`src/rtl/wb_stage.sv`:
```
// Writeback stage: ALU/link/load result selection, load formatting and register-file write.
// Optional WB_RETIRE_CNT_EN adds a 64-bit instret counter output.
module wb_stage #(
  parameter int unsigned MEM_TIMEOUT = 64
) (
  input  logic        clk,
  input  logic        reset,
  input  logic        in_valid,
  output logic        in_ready,
  input  logic        in_rd_we,
  input  logic [4:0]  in_rd_addr,
  input  logic [1:0]  in_wb_sel,
  input  logic [31:0] in_alu_result,
  input  logic [31:0] in_pc_plus4,
  input  logic [2:0]  in_funct3,
  input  logic [31:0] dmem_rdata,
  input  logic        dmem_rvalid,
  output logic        rg_wrt_en,
  output logic [4:0]  rg_wrt_addr,
  output logic [31:0] rg_wrt_data,
  output logic        fwd_valid,
  output logic [4:0]  fwd_addr,
  output logic [31:0] fwd_data,
  output logic        ld_err
`ifdef WB_RETIRE_CNT_EN
  ,
  output logic [63:0] instret
`endif
);

  typedef enum logic [1:0] {
    IDLE,
    WAIT_MEM,
    WRITE
  } state_t;

  state_t      state;
  logic [4:0]  rd_q;
  logic        we_q;
  logic [2:0]  f3_q;
  logic [1:0]  off_q;
  logic [7:0]  cnt;
  logic [31:0] data_q;
  logic        en_q;
  logic        err_q;

  logic        accept;
  logic [31:0] sel_data;
  logic [31:0] ld_data;
  logic        ld_ok;
  logic [7:0]  ld_byte;
  logic [15:0] ld_half;

  assign in_ready = (state != WAIT_MEM);
  assign accept   = in_valid && in_ready;

  always_comb begin
    sel_data = 32'd0;
    case (in_wb_sel)
      2'b00:   sel_data = in_alu_result;
      2'b10:   sel_data = in_pc_plus4;
      default: sel_data = 32'd0;
    endcase
  end

  assign ld_byte = dmem_rdata[{off_q, 3'b000} +: 8];
  assign ld_half = off_q[1] ? dmem_rdata[31:16] : dmem_rdata[15:0];

  always_comb begin
    ld_data = 32'd0;
    ld_ok   = 1'b1;
    case (f3_q)
      3'b000:  ld_data = {{24{ld_byte[7]}}, ld_byte};
      3'b001:  ld_data = {{16{ld_half[15]}}, ld_half};
      3'b010:  ld_data = dmem_rdata;
      3'b100:  ld_data = {24'd0, ld_byte};
      3'b101:  ld_data = {16'd0, ld_half};
      default: ld_ok   = 1'b0;
    endcase
  end

  always_ff @(posedge clk) begin
    if (reset) begin
      state  <= IDLE;
      rd_q   <= 5'd0;
      we_q   <= 1'b0;
      f3_q   <= 3'd0;
      off_q  <= 2'd0;
      cnt    <= 8'd0;
      data_q <= 32'd0;
      en_q   <= 1'b0;
      err_q  <= 1'b0;
    end else begin
      en_q  <= 1'b0;
      err_q <= 1'b0;
      case (state)
        WAIT_MEM: begin
          if (dmem_rvalid) begin
            if (ld_ok) begin
              data_q <= ld_data;
              en_q   <= we_q && (rd_q != 5'd0);
              state  <= WRITE;
            end else begin
              err_q <= 1'b1;
              state <= IDLE;
            end
          end else if (cnt == 8'(MEM_TIMEOUT - 1)) begin
            err_q <= 1'b1;
            state <= IDLE;
          end else begin
            cnt <= cnt + 8'd1;
          end
        end
        default: begin
          if (accept) begin
            rd_q <= in_rd_addr;
            we_q <= in_rd_we;
            if (in_wb_sel == 2'b01) begin
              f3_q  <= in_funct3;
              off_q <= in_alu_result[1:0];
              cnt   <= 8'd0;
              state <= WAIT_MEM;
            end else begin
              data_q <= sel_data;
              en_q   <= in_rd_we && (in_rd_addr != 5'd0)
                        && (in_wb_sel != 2'b11);
              state  <= WRITE;
            end
          end else begin
            state <= IDLE;
          end
        end
      endcase
    end
  end

  assign rg_wrt_en   = en_q;
  assign rg_wrt_addr = rd_q;
  assign rg_wrt_data = data_q;
  assign fwd_valid   = en_q;
  assign fwd_addr    = rd_q;
  assign fwd_data    = data_q;
  assign ld_err      = err_q;

`ifdef WB_RETIRE_CNT_EN
  always_ff @(posedge clk) begin
    if (reset) begin
      instret <= 64'd0;
    end else if (state == WRITE) begin
      instret <= instret + 64'd1;
    end
  end
`endif

endmodule

```
`config.mk`:
```
export PLATFORM = sky130hd
export DESIGN_NAME = wb_stage
export DESIGN_NICKNAME = d
export VERILOG_FILES = /design/src/rtl/wb_stage.sv
export SDC_FILE = /design/constraint.sdc
export NUM_CORES = 1
export LEC_CHECK = 0
export ABC_AREA = 0
export CAP_MARGIN = 40
export CELL_PAD_IN_SITES_DETAIL_PLACEMENT = 0
export CELL_PAD_IN_SITES_GLOBAL_PLACEMENT = 1
export CORE_MARGIN = 2
export CORE_UTILIZATION = 32
export CTS_BUF_LIST = sky130_fd_sc_hd__clkbuf_8
export CTS_CLUSTER_DIAMETER = 80
export DETAILED_ROUTE_END_ITERATION = 10
export GPL_ROUTABILITY_DRIVEN = 1
export PLACE_DENSITY = 0.9
export SYNTH_ARGS = -nofsm -noshare
export SYNTH_HDL_FRONTEND = slang
export SYNTH_SLANG_ARGS = --single-unit
```
`constraint.sdc`:
```
create_clock -name clk -period 3.95 [get_ports clk]
set_clock_uncertainty 0.15 [all_clocks]
set_input_delay 0.395 -clock clk [delete_from_list [all_inputs] [get_ports clk]]
set_output_delay 0.395 -clock clk [all_outputs]
set_load 0.03 [all_outputs]
```
Word-level counts from Yosys, hierarchy flattened

Cells that the tools add are included.

Flip-flop bits (word level): 55
Input port bits: 111
Logic and storage cells: 72

$add $sub $neg: 1
Eq/ne operators: 16
Shift operators: 1
Multiplexer cells: 28
Bitwise gates (word level): 1
Reductions and logical operators: 16

Operators with widths:

| kind                | count |
|---|---|
| $mux 32             | 5 |
| $pmux 32 s5         | 1 |
| $pmux 32 s2         | 1 |
| $mux 8              | 5 |
| $shiftx 32x6->8     | 1 |
| $mux 16             | 1 |
| $mux 2              | 6 |
| $ne 2x2->1 const B  | 5 |
| $reduce_bool 5->1   | 2 |
| $mux 1              | 9 |
| $add 8x1->8 const B | 1 |
| $eq 8x6->1 const B  | 1 |
| $reduce_and 4->1    | 2 |
| $eq 3x3->1 const B  | 2 |
| $reduce_or 5->1     | 1 |
| $eq 2x1->1 const B  | 2 |
| $logic_and 1x1->1   | 4 |
| $ne 2x1->1 const B  | 2 |
| $reduce_bool 2->1   | 2 |
| $eq 3x1->1 const B  | 1 |
| $eq 3x2->1 const B  | 1 |
| $logic_not 3->1     | 1 |
| $ne 3x3->1 const B  | 1 |
| $reduce_and 3->1    | 1 |
| other kinds (5)     | 5 |

Depth between registers and ports, before layout

Gate-level depths: netlist of run 1.

Depth after elaboration: 6
Gate-level depth with buffers: 8
Depth with buffers taken out: 5

Worst setup path after synthesis of run 1

Ideal clock, no wire load.

Path kind: input-to-reg
Start: in in_wb_sel[1]
End: reg data_q[22] (netlist: fwd_data[22])
Setup time: 0.135 ns
Arrival: 1.478 ns
Required time: 3.665 ns
Setup slack: 2.187 ns
Cell stages on the path: 7
Buffers on the path: 3
Cell sequence: buf_2 > nand2b_1 > a32o_1 > buf_4 > buf_2 > o22ai_1 > nor3_2

Cells in the longest elaborated chain, start to end: 5
Elaborated cells on any way between the ends: 9
Classes of those cells: 3 x eq/ne; 4 x mux; 2 x reduce/logical

Ends and longest elaborated chain:

| element                                       | line | RTL |
|---|---|---|
| start, declared                               | 12   | `input logic [1:0] in_wb_sel,` |
| $eq 2x2->1 or $logic_not 2->1 (tied branches) | 59   | `case (in_wb_sel)` |
| $pmux 32 s2                                   | 59   |  |
| $mux 32                                       | 118  | `if (in_wb_sel == 2'b01) begin` |
| $mux 32                                       | 115  | `if (accept) begin` |
| $mux 32                                       | 96   | `case (state)` |
| end signal, assigned                          | 100  | `data_q <= ld_data;` |
| end signal, assigned                          | 124  | `data_q <= sel_data;` |
| end, declared                                 | 43   | `logic [31:0] data_q;` |

Parallel ways exist; a longest one is shown, timed or not. The select of a mux whose other input is x is not followed.
A chain may end at the register's enable or synchronous reset.

Worst setup path after layout of run 1

Start: in in_valid
End: reg data_q[0] (netlist: fwd_data[0])

Cells in the longest elaborated chain, start to end: 3

Ends and longest elaborated chain:

| element                            | line | RTL |
|---|---|---|
| start, declared                    | 8    | `input logic in_valid,` |
| $logic_and 1x1->1                  | 55   | `assign accept = in_valid && in_ready;` |
| $reduce_bool 2->1 (no source line) | n/a  |  |
| $reduce_and 4->1 (no source line)  | n/a  |  |

Every way passes these cells.

==> reports/results.tsv, run 1 <==
stage	metric	value	unit
drt	vias per cell	5.45	
worst_setup_path	Worst EP required	3990	ps
timing	Final Cycle Share	61.5	%
worst_setup_path	Crit Path Max Fanout	28	
worst_hold_path	hold-critical path depth	2	
synthesis	Mapped Area	3770	µm²
timing	Min Hold Slack	340	ps
drt	WL met2	6260	µm
worst_setup_path	CP endpoint kind	flop	
worst_hold_path	WHS Endpoint	we_q$_SDFFE_PP0P_	
timing	RSZ-0062 raised after global routing	false	
timing	FMAX	0.412	GHz
clock_tree	Post-CTS Repair Setup Buffers	0	
floorplanning	Chip Height	113	µm
power	PD cells	275	nW/µm²
finish	fin nets	662	
timing	Fin. Hold Viols	0	
timing	pins over their slew limit	0	
worst_setup_path	Worst setup SP type	input port	
drt	highest routed metal layer	met4	
status	status	completed	
clock_tree	H-Tree Level Count	2	
drt	DR vias	3780	
power	Worst VDD drop	0.000154	V
worst_hold_path	worst hold start	we_q$_SDFFE_PP0P_	
floorplanning	FP Rows	39	
drt	Final ANT Viol Nets	0	
drt	met3 WL post-DR	1000	µm
floorplanning	core area	11500	µm²
floorplanning	Die Wd	113	µm
synthesis	Cells after Synth	424	
placed_design	hpwl dp	9740	µm
finish	ANT cells	0	
grt	pin count of the biggest net entering global routing	29	
clock_tree	CTS Buffer Depth	2	
clock_tree	CTS tree	built	
synthesis	ys flop type	dfxtp_1	
clock_tree	clock transition at the registers of the reported paths	110	ps
timing	worst-margin pin slew	759	ps
run	max cap viols	0	
grt	total track usage	19.3	%
drt	routed len/inst	18.1	µm
timing	setup violators final	0	
finish	Seq. cell area	1100	µm²
synthesis	Avg Cell Area, Syn	8.90	µm²
clock_tree	post-cts hold buffer count	0	
drt	DRC	0	
power	static leakage	1.94	nW
worst_setup_path	R2R cell count	4	
worst_setup_path	reg2reg end	fwd_data[15]$_SDFFE_PP0P_	
grt	gr ovfl total	0	
worst_setup_path	critical path class	input port to flop	
drt	Starting DRT DRC Count	214	
placed_design	port bufs	188	
synthesis	Synth Net Count	536	
synthesis	synthesis warning total	0	
finish	fill count	1114	
worst_hold_path	HP Class	flop to flop	
clock_tree	CTS root buf	clkbuf_8	
worst_setup_path	r2r setup slk	1600	ps
finish	layout cells sized above 1	9.98	%
drt	drt first pass iters	4	
worst_setup_path	Worst Path Arrival	2470	ps
synthesis	sequential share of the synthesized area	29.2	%
finish	area delta synth->final	45.0	%
floorplanning	I/O pin total	189	
worst_setup_path	worst flop-to-flop path startpoint	off_q[1]$_SDFFE_PP0P_	
drt	met1 wire length	5060	µm
synthesis	Netlist cell types	58	
timing	TNS Setup	0	ps
clock_tree	CTS Buf Count	5	
timing	fin crit period	2430	ps
placed_design	GP Congestion	0.783	
grt	first-pass GRT wire length	19900	µm
clock_tree	Resized cells post-CTS	0	
synthesis	Post-synth EDFFs	0	
timing	Slew HR	49.3	%
synthesis	synthesis-stage register bit count	55	
synthesis	FFs w/ async S/R, synth	0	%
floorplanning	DIE AREA	12700	µm²
grt	initial antenna violation count	0	
clock_tree	Worst-Skew Late Latency	320	ps
grt	number of global-route vias before repair	3874	
drt	wirelength, routed	12500	µm
clock_tree	CTS Sinks	55	
floorplanning	Initial Utilization	32.9	%
finish	Multi-input gate area	2170	µm²
## kinds of logic (layout without fill, tap and decap cells)
| group | count (synthesis) | count (layout) | share of synthesized area, % |
|---|---|---|---|
| DFF | 55 | 55 | 29.2 |
| muxes | 56 | 56 | 15.6 |
| adders and majority gates | 1 | 1 | 0.332 |
| AOI/OAI and AO/OA | 102 | 102 | 21.1 |
| xor gates and xnor gates | 2 | 2 | 0.464 |
| buffers and inverters | 79 | 206 | 13.5 |
| and+or+nand+nor | 129 | 129 | 19.9 |
## worst max path at each step
stage | from | endpoint | slack (ps) | cells past startpoint
after detailed placement | in_valid | fwd_data[5]$_SDFFE_PP0P_ | 1180 | 4
final | in_valid | fwd_data[0]$_SDFFE_PP0P_ | 1520 | 4
after floorplan | in_wb_sel[1] | fwd_data[22]$_SDFFE_PP0P_ | 2190 | 7
after global routing | in_valid | fwd_data[5]$_SDFFE_PP0P_ | 1360 | 4
after global placement | in_valid | fwd_data[2]$_SDFFE_PP0P_ | 1330 | 4
after CTS | in_valid | fwd_data[5]$_SDFFE_PP0P_ | 1530 | 4
## cell type report
class | count | share of cell area (%)
inverters | 4 | 0.274
clock buffers | 5 | 1.26
multi-input cells | 290 | 39.6
repair buffers | 194 | 35.0
flip-flops and latches | 55 | 20.1
well taps | 143 | 3.27
clock inverters | 3 | 0.435
## placed cells by master, fill, tap and decap left out, drive strengths merged, types with 8 or more instances in the layout
master         count
nor2              29
mux2               8
nand3             14
nand2             17
a211oi            29
clkdlybuf4s50    186
dfxtp             55
nor3              43
a21oi             16
a221oi             8
o22ai             24
buf                8
mux2i             47
## state kept, by name (all words and copies together), names as in the netlist
signal	cells
state	2
f3_q	3
cnt	8
off_q	2
fwd_valid	1
fwd_data	32
ld_err	1
fwd_addr	5
we_q	1
## report_power, final
part           internal (mW)  switching (mW)
combinational          0.268           0.280
sequential             0.586          0.0327
clock                  0.129           0.207
total                  0.982           0.520
## critical path, cell delays in order
cell and delay [ps]:
clkdlybuf4s50_1 870, nand3_2 660, a32oi_1 420, a221oi_1 120
## through the flow
| stage | worst slack, ps | std cells | cell area, µm² | util (%) | power, mW |
|---|---|---|---|---|---|
| floorplan | 2190 | 424 | 3770 | - | 0.957 |
| global placement | 1330 | 686 | 5380 | 46.9 | 1.17 |
| detailed placement | 1180 | 686 | 5380 | 46.9 | 1.18 |
| CTS | 1530 | 694 | 5470 | 47.7 | 1.51 |
| global route | 1360 | 694 | 5470 | 47.7 | 1.57 |
| finish | 1520 | 694 | 5470 | 47.7 | 1.50 |
## synth_stat cells (all sizes together), types with 2 or more instances
cell type | n | area share [%]
nand2b | 4 | 0.66
nor2 | 29 | 2.9
a32oi | 5 | 1.2
dfxtp | 55 | 29
nor3b | 3 | 1.3
nor3 | 43 | 7.3
a211oi | 29 | 6.3
a221oi | 8 | 1.9
inv | 4 | 0.40
o211ai | 4 | 1.1
nand3 | 14 | 2.1
o31ai | 2 | 0.40
nand2 | 17 | 1.7
or4 | 5 | 0.99
a21oi | 16 | 2.1
or2 | 2 | 0.33
o22ai | 24 | 4.0
nor2b | 3 | 0.50
a2111oi | 3 | 1.1
buf | 63 | 12
mux2i | 47 | 12
clkbuf | 12 | 1.2
o21ai | 4 | 0.83
or3 | 2 | 0.46
mux2 | 8 | 2.4
## metal layers
layer,track usage (%),vias up
li1,-,1803
met1,24.0,1787
met2,33.9,171
met3,4.21,19
met4,5.12,0
met5,0,-
Note: power is estimated with default switching activity, not from simulation.
==> inputs of run 2 (changes only) <==
Settings changed: CORE_UTILIZATION 32 to 27, PLACE_DENSITY 0.9 to 0.81.
Clock period 3.95 ns to 2.15 ns, I/O delays scaled along.
==> reports/results.tsv, run 2 (synthesis results as in run 1) <==
stage	metric	value	unit	change
drt	Final ANT Viol Nets	0		unchanged
clock_tree	CTS Buf Count	5		unchanged
timing	worst-margin pin slew	713	ps	was 759 ps
finish	layout cells sized above 1	12.8	%	was 9.98%
placed_design	GP Congestion	0.790		was 0.783
drt	routed len/inst	17.3	µm	was 18.1 µm
floorplanning	Die Wd	122	µm	was 113 µm
grt	number of global-route vias before repair	3819		was 3874
worst_setup_path	reg2reg end	cnt[1]$_SDFFE_PP0P_		was fwd_data[15]$_SDFFE_PP0P_
floorplanning	Initial Utilization	27.4	%	was 32.9%
finish	fin nets	681		was 662
placed_design	hpwl dp	10500	µm	was 9740 µm
clock_tree	CTS root buf	clkbuf_8		unchanged
drt	vias per cell	5.07		was 5.45
worst_setup_path	Critical Path Start	cnt[0]$_SDFFE_PP0P_		was in_valid
timing	Slew HR	52.4	%	was 49.3%
floorplanning	FP Rows	43		was 39
worst_setup_path	Worst EP required	2230	ps	was 3990 ps
worst_hold_path	HP Class	input port to flop		was flop to flop
timing	FMAX	0.503	GHz	
status	status	completed		unchanged
timing	TNS Setup	0	ps	unchanged
floorplanning	I/O pin total	189		unchanged
run	max cap viols	0		unchanged
clock_tree	Resized cells post-CTS	0		unchanged
worst_setup_path	R2R cell count	6		was 4
drt	drt first pass iters	4		unchanged
power	Worst VDD drop	0.000320	V	was 0.000154 V
grt	initial antenna violation count	0		unchanged
worst_setup_path	Worst setup SP type	flop		was input port
finish	most common cell after layout, fill and taps aside	clkdlybuf4s50_1		unchanged
finish	area delta synth->final	50.7	%	was 45.0%
drt	DR vias	3795		was 3780
placed_design	port bufs	188		unchanged
worst_setup_path	CP endpoint kind	flop		unchanged
timing	setup violators final	0		unchanged
clock_tree	H-Tree Level Count	2		unchanged
finish	fill count	1437		was 1114
floorplanning	DIE AREA	14900	µm²	was 12700 µm²
finish	fin cells	749		was 694
clock_tree	CTS Sinks	55		unchanged
worst_setup_path	Worst Path Arrival	2070	ps	was 2470 ps
finish	ANT cells	0		unchanged
power	PD cells	502	nW/µm²	was 275 nW/µm²
drt	DRC	0		unchanged
timing	pins over their slew limit	0		unchanged
worst_setup_path	Crit Path Max Fanout	8		was 28
timing	fin crit period	1990	ps	
drt	wirelength, routed	12900	µm	was 12500 µm
grt	total track usage	17.1	%	was 19.3%
timing	Setup WS post-layout	162	ps	was 1520 ps
timing	RSZ-0062 raised after global routing	false		unchanged
timing	Final Cycle Share	92.5	%	
clock_tree	CTS tree	built		unchanged
finish	Largest register FFs	32		unchanged
worst_hold_path	hold-critical path depth	4		was 2
worst_setup_path	worst flop-to-flop path startpoint	cnt[0]$_SDFFE_PP0P_		was off_q[1]$_SDFFE_PP0P_
clock_tree	Post-CTS Repair Setup Buffers	0		unchanged
grt	pin count of the biggest net entering global routing	27		was 29
worst_setup_path	critical path class	flop to flop		was input port to flop
placed_design	DP Cell Count	742		was 686
clock_tree	post-cts hold buffer count	0		unchanged
power	Pwr Total	2.86	mW	was 1.50 mW
power	static leakage	2.04	nW	was 1.94 nW
clock_tree	CTS Buffer Depth	2		unchanged
grt	gr ovfl total	0		unchanged
worst_setup_path	r2r setup slk	160	ps	was 1600 ps
floorplanning	Chip Height	122	µm	was 113 µm
clock_tree	Worst-Skew Late Latency	300	ps	was 320 ps
drt	Starting DRT DRC Count	213		was 214
placed_design	Post-Place Worst Slack	12.0	ps	was 1180 ps
floorplanning	core area	13800	µm²	was 11500 µm²
clock_tree	clock transition at the registers of the reported paths	90	ps	was 110 ps
grt	first-pass GRT wire length	20000	µm	was 19900 µm
finish	most frequent cells in the layout	clkdlybuf4s50_1, dfxtp_1, mux2i_1		unchanged
worst_setup_path	Setup crit end	cnt[1]$_SDFFE_PP0P_		was fwd_data[0]$_SDFFE_PP0P_
timing	Fin. Hold Viols	0		unchanged
==> run 2: changes by cell type in the layout (fill, tap and decap cells not counted) <==
| cell | delta |
|---|---|
| buf_4 | +18 |
| buf_12 | +1 |
| clkinv_2 | -1 |
| bufinv_16 | +1 |
| clkdlybuf4s50_1 | -1 |
| dlymetal6s2s_1 | +1 |
| inv_8 | -1 |
==> run 2: metrics by stage <==
stage               instance area (µm²)  hold WS, ps  utilization (%)
detailed placement                 5580          305             40.5
finish                             5690          154             41.3
global placement                   5580          293             40.5
CTS                                5690          144             41.3
floorplan                          3770          209                -
global route                       5690          171             41.3
==> run 2: routing by layer <==
| metal | vias up | GRT usage, % | part of all wire, % |
|---|---|---|---|
| met5 | - | 0 | 0 |
| met4 | 0 | 3.81 | 0.94 |
| met3 | 8 | 3.58 | 6.1 |
| met2 | 140 | 30.3 | 51 |
| met1 | 1805 | 21.4 | 42 |
| li1 | 1842 | - | - |
==> run 2: layout make-up <==
type | instances | area (µm²) | share of cell area [%]
timing repair buffer | 213 | 2070 | 36.5
clock inverter | 2 | 37.5 | 0.660
clock buffer | 5 | 68.8 | 1.21
tap | 180 | 225 | 3.96
sequential | 55 | 1100 | 19.4
inverter | 4 | 15.0 | 0.264
multi-input combinational | 290 | 2170 | 38.1
==> run 2: worst max-delay path, cell delays in order, from the launching register on <==
cell and delay, ps:
dfxtp_1 390, ha_1 230, nand4bb_1 210, o21ai_1 490, buf_4 220, nand3_1 70
a21oi_1 170
==> run 2: worst min-delay path by stage <==
stage          slack (ps)                    to         startpoint
4_1_cts               140   cnt[4]$_SDFFE_PP0P_              reset
6_report              150   cnt[4]$_SDFFE_PP0P_              reset
5_1_grt               170   cnt[5]$_SDFFE_PP0P_              reset
3_5_place_dp          310     we_q$_SDFFE_PP0P_  we_q$_SDFFE_PP0P_
2_1_floorplan         210  f3_q[0]$_SDFFE_PP0P_       in_funct3[0]
3_3_place_gp          290     we_q$_SDFFE_PP0P_  we_q$_SDFFE_PP0P_
==> run 2: power by group <==
part	internal (mW)	leakage, nW	switching, mW
registers	1.08	0.450	0.0542
clock network	0.341	0.0502	0.347
logic	0.515	1.54	0.522
total	1.93	2.04	0.923
==> inputs of run 3 (changes only) <==
Settings changed: CORE_UTILIZATION 27 to 26, CTS_BUF_LIST sky130_fd_sc_hd__clkbuf_8 to default, PLACE_DENSITY 0.81 to 0.78, TNS_END_PERCENT from default to 20.
==> reports/results.tsv, run 3 (synthesis results as in run 1) <==
stage	metric	value	unit	change
worst_setup_path	Worst EP required	2230	ps	about the same
floorplanning	core area	14400	µm²	was 13800 µm²
placed_design	hpwl dp	10400	µm	was 10500 µm
floorplanning	Chip Height	124	µm	was 122 µm
worst_setup_path	Crit Path Max Fanout	8		unchanged
floorplanning	FP Rows	44		was 43
power	internal power	2.03	mW	was 1.93 mW
power	Pwr Total	3.01	mW	was 2.86 mW
grt	pin count of the biggest net entering global routing	52		was 27
finish	Final Cell Area	5750	µm²	was 5690 µm²
power	sw frac	32.6	%	was 32.3%
clock_tree	CTS root buf	clkbuf_16		was clkbuf_8
timing	FMAX	0.513	GHz	was 0.503 GHz
power	static leakage	2.06	nW	was 2.04 nW
drt	DRC	0		unchanged
clock_tree	H-Tree Level Count	2		unchanged
finish	fill count	1454		was 1437
timing	setup violators final	0		unchanged
drt	routed len/inst	17.4	µm	was 17.3 µm
clock_tree	CTS Buf Count	5		unchanged
timing	pins over their slew limit	0		unchanged
clock_tree	CTS Buffer Depth	2		unchanged
finish	Seq. cell area	1100	µm²	unchanged
worst_hold_path	HP Class	input port to flop		unchanged
grt	first-pass GRT wire length	20800	µm	was 20000 µm
drt	Starting DRT DRC Count	227		was 213
timing	Min Hold Slack	136	ps	was 154 ps
worst_setup_path	Worst setup SP type	flop		unchanged
finish	most common cell after layout, fill and taps aside	clkdlybuf4s50_1		unchanged
placed_design	GP Congestion	0.772		was 0.790
drt	wirelength, routed	13100	µm	was 12900 µm
finish	layout cells sized above 1	12.7	%	was 12.8%
power	Worst VDD drop	0.000418	V	was 0.000320 V
floorplanning	Die Wd	124	µm	was 122 µm
finish	Largest register FFs	32		unchanged
grt	total track usage	16.6	%	was 17.1%
timing	fin crit period	1950	ps	was 1990 ps
grt	gr ovfl total	0		unchanged
timing	Fin. Hold Viols	0		unchanged
power	Clock power frac	27.8	%	was 24.1%
power	sequential share of power	37.6	%	was 39.6%
worst_setup_path	CP endpoint kind	flop		unchanged
finish	Multi-input gate area	2170	µm²	unchanged
drt	drt first pass iters	4		unchanged
finish	most frequent cells in the layout	clkdlybuf4s50_1, dfxtp_1, mux2i_1		unchanged
status	status	completed		unchanged
power	PD cells	524	nW/µm²	was 502 nW/µm²
clock_tree	CTS tree	built		unchanged
clock_tree	post-cts hold buffer count	0		unchanged
run	max cap viols	0		unchanged
placed_design	DP Area	5590	µm²	was 5580 µm²
timing	TNS Setup	0	ps	unchanged
grt	initial antenna violation count	0		unchanged
finish	ANT cells	0		unchanged
finish	area delta synth->final	52.3	%	was 50.7%
clock_tree	Worst-Skew Late Latency	300	ps	about the same
timing	Slew HR	51.2	%	was 52.4%
drt	DR vias	3820		was 3795
finish	fin nets	679		was 681
timing	worst-margin pin slew	730	ps	was 713 ps
clock_tree	Post-CTS Repair Setup Buffers	0		unchanged
timing	Final Cycle Share	90.6	%	was 92.5%
worst_setup_path	Worst Path Arrival	2030	ps	was 2070 ps
placed_design	port bufs	188		unchanged
clock_tree	clock transition at the registers of the reported paths	80	ps	was 90 ps
power	Gate power share	34.6	%	was 36.3%
grt	number of global-route vias before repair	3953		was 3819
worst_setup_path	r2r setup slk	200	ps	was 160 ps
drt	Final ANT Viol Nets	0		unchanged
finish	Layout Utilization	40.0	%	was 41.3%
clock_tree	CTS Sinks	55		unchanged
floorplanning	DIE AREA	15500	µm²	was 14900 µm²
drt	vias per cell	5.08		was 5.07
power	Psw	0.981	mW	was 0.923 mW
worst_setup_path	critical path class	flop to flop		unchanged
floorplanning	I/O pin total	189		unchanged
timing	RSZ-0062 raised after global routing	false		unchanged
floorplanning	Initial Utilization	26.3	%	was 27.4%
-- run 3: changes by cell type in the layout (fill, tap and decap cells not counted), sizes merged --
cell and delta:
buf -2, inv +1, bufinv -1, clkinvlp +1
-- run 3: repair_timing --
| action | 4_1_cts | 5_1_grt |
|---|---|---|
| hold endpoints to repair | 0 | 0 |
| setup endpoints to repair | 0 | 1 |
| resized for setup | 0 | 1 |
-- run 3: through the flow --
step	worst slack [ps]	cells
finish	202	752
global route	4.69	752
CTS	55.8	752
detailed placement	-2.27	744
global placement	22.5	744
floorplan	398	424
-- run 3: final cells by class --
class,count,share of cell area [%]
Sequential cell,55,19.2
Clock inverter,3,0.414
Inverter,4,0.261
Timing Repair Buffer,211,36.3
Clock buffer,5,2.18
Tap cell,184,4.01
Multi-Input combinational cell,290,37.7
-- run 3: layer usage --
metal / wire length, µm / up-vias / track usage (%)
met2: 6660 / 132 / 30.1
met5: 0 / - / 0
met4: 237 / 0 / 4.16
li1: - / 1836 / -
met3: 673 / 17 / 2.96
met1: 5520 / 1835 / 20.2
-- run 3: path summary, 6_finish.rpt --
path                             start                         to  cells past startpoint
hold reg to reg      we_q$_SDFFE_PP0P_          we_q$_SDFFE_PP0P_                      2
setup / recovery  f3_q[0]$_SDFFE_PP0P_  fwd_data[13]$_SDFFE_PP0P_                      4
hold / removal                   reset        cnt[5]$_SDFFE_PP0P_                      3
setup reg to reg  f3_q[0]$_SDFFE_PP0P_  fwd_data[13]$_SDFFE_PP0P_                      4
-- run 3: power groups by stage --
| stage | registers, mW | logic (mW) | clock network [mW] |
|---|---|---|---|
| finish | 1.13 | 1.04 | 0.837 |
| global route | 1.14 | 1.11 | 0.891 |
| CTS | 1.13 | 1.05 | 0.858 |
| detailed placement | 1.16 | 1.05 | 0 |
| global placement | 1.15 | 1.04 | 0 |
| floorplan | 1.24 | 0.521 | 0 |
-- run 3: critical path, cell delays in order, from the launching register on --
cell      delay (ps)
dfxtp_1          420
or3_4            430
nor2b_1          590
a211oi_1         120
o22ai_1          170
==> edit 1, RTL diff (settings of run 2) <==
The 3 states of `state_t` get a one-hot encoding in 3 bits.
--- a/src/rtl/wb_stage.sv
+++ b/src/rtl/wb_stage.sv
@@ -30,6 +30,6 @@
 
-  typedef enum logic [1:0] {
-    IDLE,
-    WAIT_MEM,
-    WRITE
+  typedef enum logic [2:0] {
+    IDLE     = 3'b001,
+    WAIT_MEM = 3'b010,
+    WRITE    = 3'b100
   } state_t;
Function: no difference found for any inputs over 4 cycles, from zero or initial values and one cycle with reset high; so few cycles prove little.
==> edit 1 against run 2 <==
- sequential cell count up 1
- hold slack better by 0.12 ns
- final area shrank 1.2%
- synthesized area is 3.8% lower
- first-iteration DRC count up 37%
- setup slack got worse by 0.026 ns
- count of clock-buffer cells in the layout unchanged
- total power shrank 2.8%
- wire length grew 6.4%
- highest routed layer unchanged
==> edit 1: results (changes against run 2) <==
- The number of cells on the worst reg-to-reg path is 5 (was 6).
- The worst flop-to-flop path startpoint is f3_q[0] (was cnt[0]).
- The die footprint is 14400 um^2 (was 14900 um^2).
- The last weighted congestion value of the routability-driven placer is 0.855 (was 0.790).
- The final instance count without filler cells was 782 (was 749).
- The global-route wire length before repair came to 20800 um (was 20000 um).
- The shortest period the worst path allows is 2.01 ns (was 1.99 ns).
- The detailed-routing iteration count for the pre-antenna-repair pass is 7 (was 4).
- The average size of a mapped cell is 8.00 um^2 (was 8.90 um^2).
- The core occupancy in the finished layout is 42.6% (was 41.3%).
- The worst slack at placement is -0.0241 ns (was 0.0120 ns).
- The cell depth of the worst hold path was 2 (was 4).
- The distinct cell type count after synthesis was 48 (was 58).
- The transition at the pin with the smallest max-transition slack is 0.728 ns (was 0.713 ns).
- The peak ir drop on the vdd network is 0.295 mV (was 0.320 mV).
- The sequential-to-total area share from yosys stat is 30.9% (was 29.2%).
- The CTS clock-pin slew for the worst setup and hold paths is 0.12 ns (was 0.09 ns).
- The via count is 4037 (was 3795).
- The final hold slack came to 0.279 ns (was 0.154 ns).
- The total nets after synthesis is 566 (was 536).
- The count of routing violations after the opening detailed-route iteration was 292 (was 213).
- Main area contributors after synthesis: sky130_fd_sc_hd__dfxtp_1 31%, sky130_fd_sc_hd__mux2i_1 12%, sky130_fd_sc_hd__buf_4 8.1% (was sky130_fd_sc_hd__dfxtp_1 29%, sky130_fd_sc_hd__mux2i_1 12%, sky130_fd_sc_hd__buf_4 9.0%).
- The half-perimeter wire length after placement is 10800 um (was 10500 um).
- The final routed wirelength across all metal layers is 13800 um (was 12900 um).
- The top fanout value on the critical path came to 9 (was 8).
- The number of nets at the end of the flow is 717 (was 681).
- The register-to-register setup slack came to 0.14 ns (was 0.16 ns).
- The cell count after placement was 774 (was 742).
- Ranking of synthesized cells by instance count: 56 x sky130_fd_sc_hd__dfxtp_1, 48 x sky130_fd_sc_hd__nor2_1, 42 x sky130_fd_sc_hd__mux2i_1 (was 55 x sky130_fd_sc_hd__dfxtp_1, 47 x sky130_fd_sc_hd__mux2i_1, 45 x sky130_fd_sc_hd__buf_4).
- The endpoint arrival time on the critical path was 2.10 ns (was 2.07 ns).
- The number of filler cells placed in the layout was 1282 (was 1437).
- The fraction of final layout cells sized beyond drive strength 1 came to 8.75% (was 12.8%).
- Status: finished, final reports clean (unchanged).
- The clock latency at the later pin of the worst-skew pair is 0.32 ns (was 0.30 ns).
- The post-place instance area is 5530 um^2 (was 5580 um^2).
- The overall fraction of global-route tracks in use was 18.2% (was 17.1%).
==> edit 1: cell count changes after synthesis, moves of 6 or more <==
cell                       before  now
sky130_fd_sc_hd__nor2_1        29   48
sky130_fd_sc_hd__nand2_1       17   26
sky130_fd_sc_hd__buf_4         45   39
sky130_fd_sc_hd__nor3_2        10    0
sky130_fd_sc_hd__a22oi_1        0   18
sky130_fd_sc_hd__o21ai_0        2   41
sky130_fd_sc_hd__nor3_1        32    3
sky130_fd_sc_hd__o21ai_1        1   11
sky130_fd_sc_hd__mux2_2         8    2
sky130_fd_sc_hd__a211oi_1      25   31
sky130_fd_sc_hd__clkbuf_1      12   23
sky130_fd_sc_hd__nor2b_1        3    9
sky130_fd_sc_hd__o22ai_1       24    1
sky130_fd_sc_hd__a21oi_1       16   27
==> edit 1: routing by layer <==
metal  routed length (um)  share of wire (%)  vias to the layer above  global-route usage [%]
met3                 1030                7.4                       14                    3.37
met2                 6940                 50                      175                    32.4
met5                    0                  0                        -                       0
met1                 5610                 41                     1928                    22.6
li1                     -                  -                     1920                       -
met4                  197                1.4                        0                    4.12
==> edit 1: critical path, stage by stage (launching register included) <==
cell	delay, ns
sky130_fd_sc_hd__dfxtp_1	0.48
sky130_fd_sc_hd__nor2b_1	0.14
sky130_fd_sc_hd__nor3b_2	0.47
sky130_fd_sc_hd__a221oi_1	0.24
sky130_fd_sc_hd__o32a_1	0.22
sky130_fd_sc_hd__a211oi_1	0.24
==> edit 1: cells by family (layout without fill, tap and decap cells) <==
| family | count (synthesis) | count (layout) | synth area share [%] |
|---|---|---|---|
| AOI/OAI and AO/OA | 154 | 154 | 27.5 |
| and+or+nand+nor | 122 | 122 | 16.5 |
| buffers and inverters | 75 | 227 | 12.1 |
| DFF | 56 | 56 | 30.9 |
| muxes | 44 | 44 | 12.2 |
| xor gates and xnor gates | 2 | 2 | 0.483 |
| adders and majority gates | 1 | 1 | 0.345 |
==> edit 1: timing repair <==
action,CTS,global route
gates resized for setup,1,1
hold buffers,0,0
endpoints found under the setup margin,1,1
==> edit 1: how the worst max path moves through the flow <==
stage / startpoint / endpoint
2_1_floorplan: off_q[1] / fwd_data[22]
3_3_place_gp: dmem_rdata[7] / fwd_data[15]
3_5_place_dp: dmem_rdata[7] / fwd_data[9]
4_1_cts: f3_q[1] / fwd_data[28]
5_1_grt: state[2] / fwd_data[29]
6_report: f3_q[0] / fwd_data[3]
==> edit 1: power breakdown <==
group | internal [mW] | switching [mW] | total, mW
combinational | 0.498 | 0.499 | 0.998
clock | 0.233 | 0.391 | 0.624
sequential | 1.10 | 0.0580 | 1.15
==> edit 1: area by class of cell <==
cell class	count	area share (%)
clock buffer	5	1.22
clock inverter	3	0.423
inverter	3	0.200
multi-input combinational	323	37.0
sequential	56	20.0
tap	176	3.92
timing repair buffer	216	37.2
==> edit 2, RTL diff (settings of run 2) <==
Made on the original files. The option `WB_RETIRE_CNT_EN` is turned on by a define.
--- a/src/rtl/wb_stage.sv
+++ b/src/rtl/wb_stage.sv
@@ -2,2 +2,4 @@
 // Optional WB_RETIRE_CNT_EN adds a 64-bit instret counter output.
+`define WB_RETIRE_CNT_EN
+
 module wb_stage #(
Check against the original RTL (old outputs only; new: instret): equivalent (Yosys induction, for registers that start in step).
==> edit 2 against run 2 <==
- the run now ends with negative setup slack left
- synthesized area grew 70%
- total power increased by 97%
- highest routed layer unchanged
- sequential cell count rose by 64
- die area increased by 68%
- setup slack got worse by 0.20 ns
- largest power group unchanged
- final area increased by 86%
- wire length is 94% higher
- fmax down 9.0%
- first-iteration DRC count grew 31%
- clock power increased to 3.1 times the old value
==> edit 2: results (changes against run 2) <==
- Status: finished with violations (was finished, final reports clean).
- The final reports fail on negative setup slack.
- The cell class contributing the biggest share of worst-path delay was simple AND/OR/NAND/NOR gates (was compound AO/OA/AOI/OAI gates).
- The average routed wire per standard cell is 17.7 um (was 17.3 um).
- The distinct cell type count after synthesis is 51 (was 58).
- The xor-xnor portion of the synthesized cell area was 4.91% (was 0.464%).
- The worst slack at placement is -0.0578 ns (was 0.0120 ns).
- The largest net degree at the start of global routing is 53 (was 27).
- The post-detailed-route via-to-cell ratio is 5.01 (was 5.07).
- The power share of the clock group is 37.6% (was 24.1%).
- The final-report setup violation count came to 9 (was 0).
- The via count of the first global-routing pass is 6800 (was 3819).
- The endpoint arrival time on the critical path is 2.40 ns (was 2.07 ns).
- The area fraction in compound gates after synthesis is 17.1% (was 21.1%).
- The number of I/O port buffers came to 252 (was 188).
- The fraction of final layout cells sized beyond drive strength 1 is 25.0% (was 12.8%).
- The global-route wire length before repair came to 37000 um (was 20000 um).
- The cell count after placement is 1368 (was 742).
- The top fanout value on the critical path is 6 (was 8).
- The delay of the slowest cell on the worst path is 0.44 ns (was 0.49 ns).
- The final setup slack of the worst path is -0.0338 ns (was 0.162 ns).
- The total nets after synthesis is 898 (was 536).
- The total net switching power is 1.75 mW (was 923 uW).
- Ranking of synthesized cells by instance count: 119 x sky130_fd_sc_hd__dfxtp_1, 96 x sky130_fd_sc_hd__nor2_1, 51 x sky130_fd_sc_hd__a21oi_1 (was 55 x sky130_fd_sc_hd__dfxtp_1, 47 x sky130_fd_sc_hd__mux2i_1, 45 x sky130_fd_sc_hd__buf_4).
- The clock latency at the later pin of the worst-skew pair is 0.44 ns (was 0.30 ns).
- The relative slew slack was 55.3% (was 52.4%).
- The number of standard cells after synthesis came to 785 (was 424).
- The flip-flop count of the largest register after layout is 64 (was 32).
- Main area contributors after synthesis: sky130_fd_sc_hd__dfxtp_1 37%, sky130_fd_sc_hd__mux2_2 6.0%, sky130_fd_sc_hd__nor2_1 5.6% (was sky130_fd_sc_hd__dfxtp_1 29%, sky130_fd_sc_hd__mux2i_1 12%, sky130_fd_sc_hd__buf_4 9.0%).
- The post-synthesis adder-cell area fraction is 0.389% (was 0.332%).
- The post-place instance area came to 9910 um^2 (was 5580 um^2).
- The number of clock buffers inserted by TritonCTS was 17 (was 5).
- The peak ir drop on the vdd network is 0.257 mV (was 0.320 mV).
- The cell with the largest stage delay on the worst path is sky130_fd_sc_hd__or3_4 (was sky130_fd_sc_hd__o21ai_1).
## edit 2: cell types whose count changed after synthesis, moves of 32 or more
| cell | run 2 | this run |
|---|---|---|
| sky130_fd_sc_hd__nor2_1 | 29 | 96 |
| sky130_fd_sc_hd__a21oi_1 | 16 | 51 |
| sky130_fd_sc_hd__clkbuf_1 | 12 | 46 |
| sky130_fd_sc_hd__mux2i_1 | 47 | 6 |
| sky130_fd_sc_hd__nand2_1 | 17 | 49 |
| sky130_fd_sc_hd__dfxtp_1 | 55 | 119 |
## edit 2: final cells by class
class / instances / area, um^2
Clock buffer: 17 / 234
Clock inverter: 15 / 171
Fill cell: 2287 / 12800
Inverter: 14 / 52.6
Multi-Input combinational cell: 561 / 3690
Sequential cell: 119 / 2510
Tap cell: 319 / 399
Timing Repair Buffer: 370 / 3530
## edit 2: path summary, 6_finish.rpt
path | to | cells past startpoint | start | slack, ns
worst max-delay path | instret[37] | 6 | instret[11] | -0.03
worst min-delay path | instret[20] | 2 | reset | 0.15
worst max register to register | instret[37] | 6 | instret[11] | -0.03
worst min register to register | we_q | 2 | we_q | 0.31
## edit 2: cell families (layout without fill, tap and decap cells)
logic type	after synthesis	in the layout
compound gates	169	169
xor+xnor	36	36
fa+ha+maj	2	2
buf+inv	107	416
flops	119	119
mux	41	41
simple gates	311	313
## edit 2: metal layers
layer  part of all wire [%]  GRT usage [%]  up-vias
met2                     49           32.6      297
met1                     40           22.9     3313
met3                    7.3           5.36       44
met5                      0              0        -
met4                    3.5           8.75        0
li1                       -              -     3434
## edit 2: repair_timing
action / 4_1_cts / 5_1_grt
resized for setup: 2 / 32
endpoints found under the hold margin: 0 / 0
buffers inserted: 0 / 10
cloned: 0 / 5
pin swaps: 7 / 9
endpoints found under the setup margin: 11 / 32
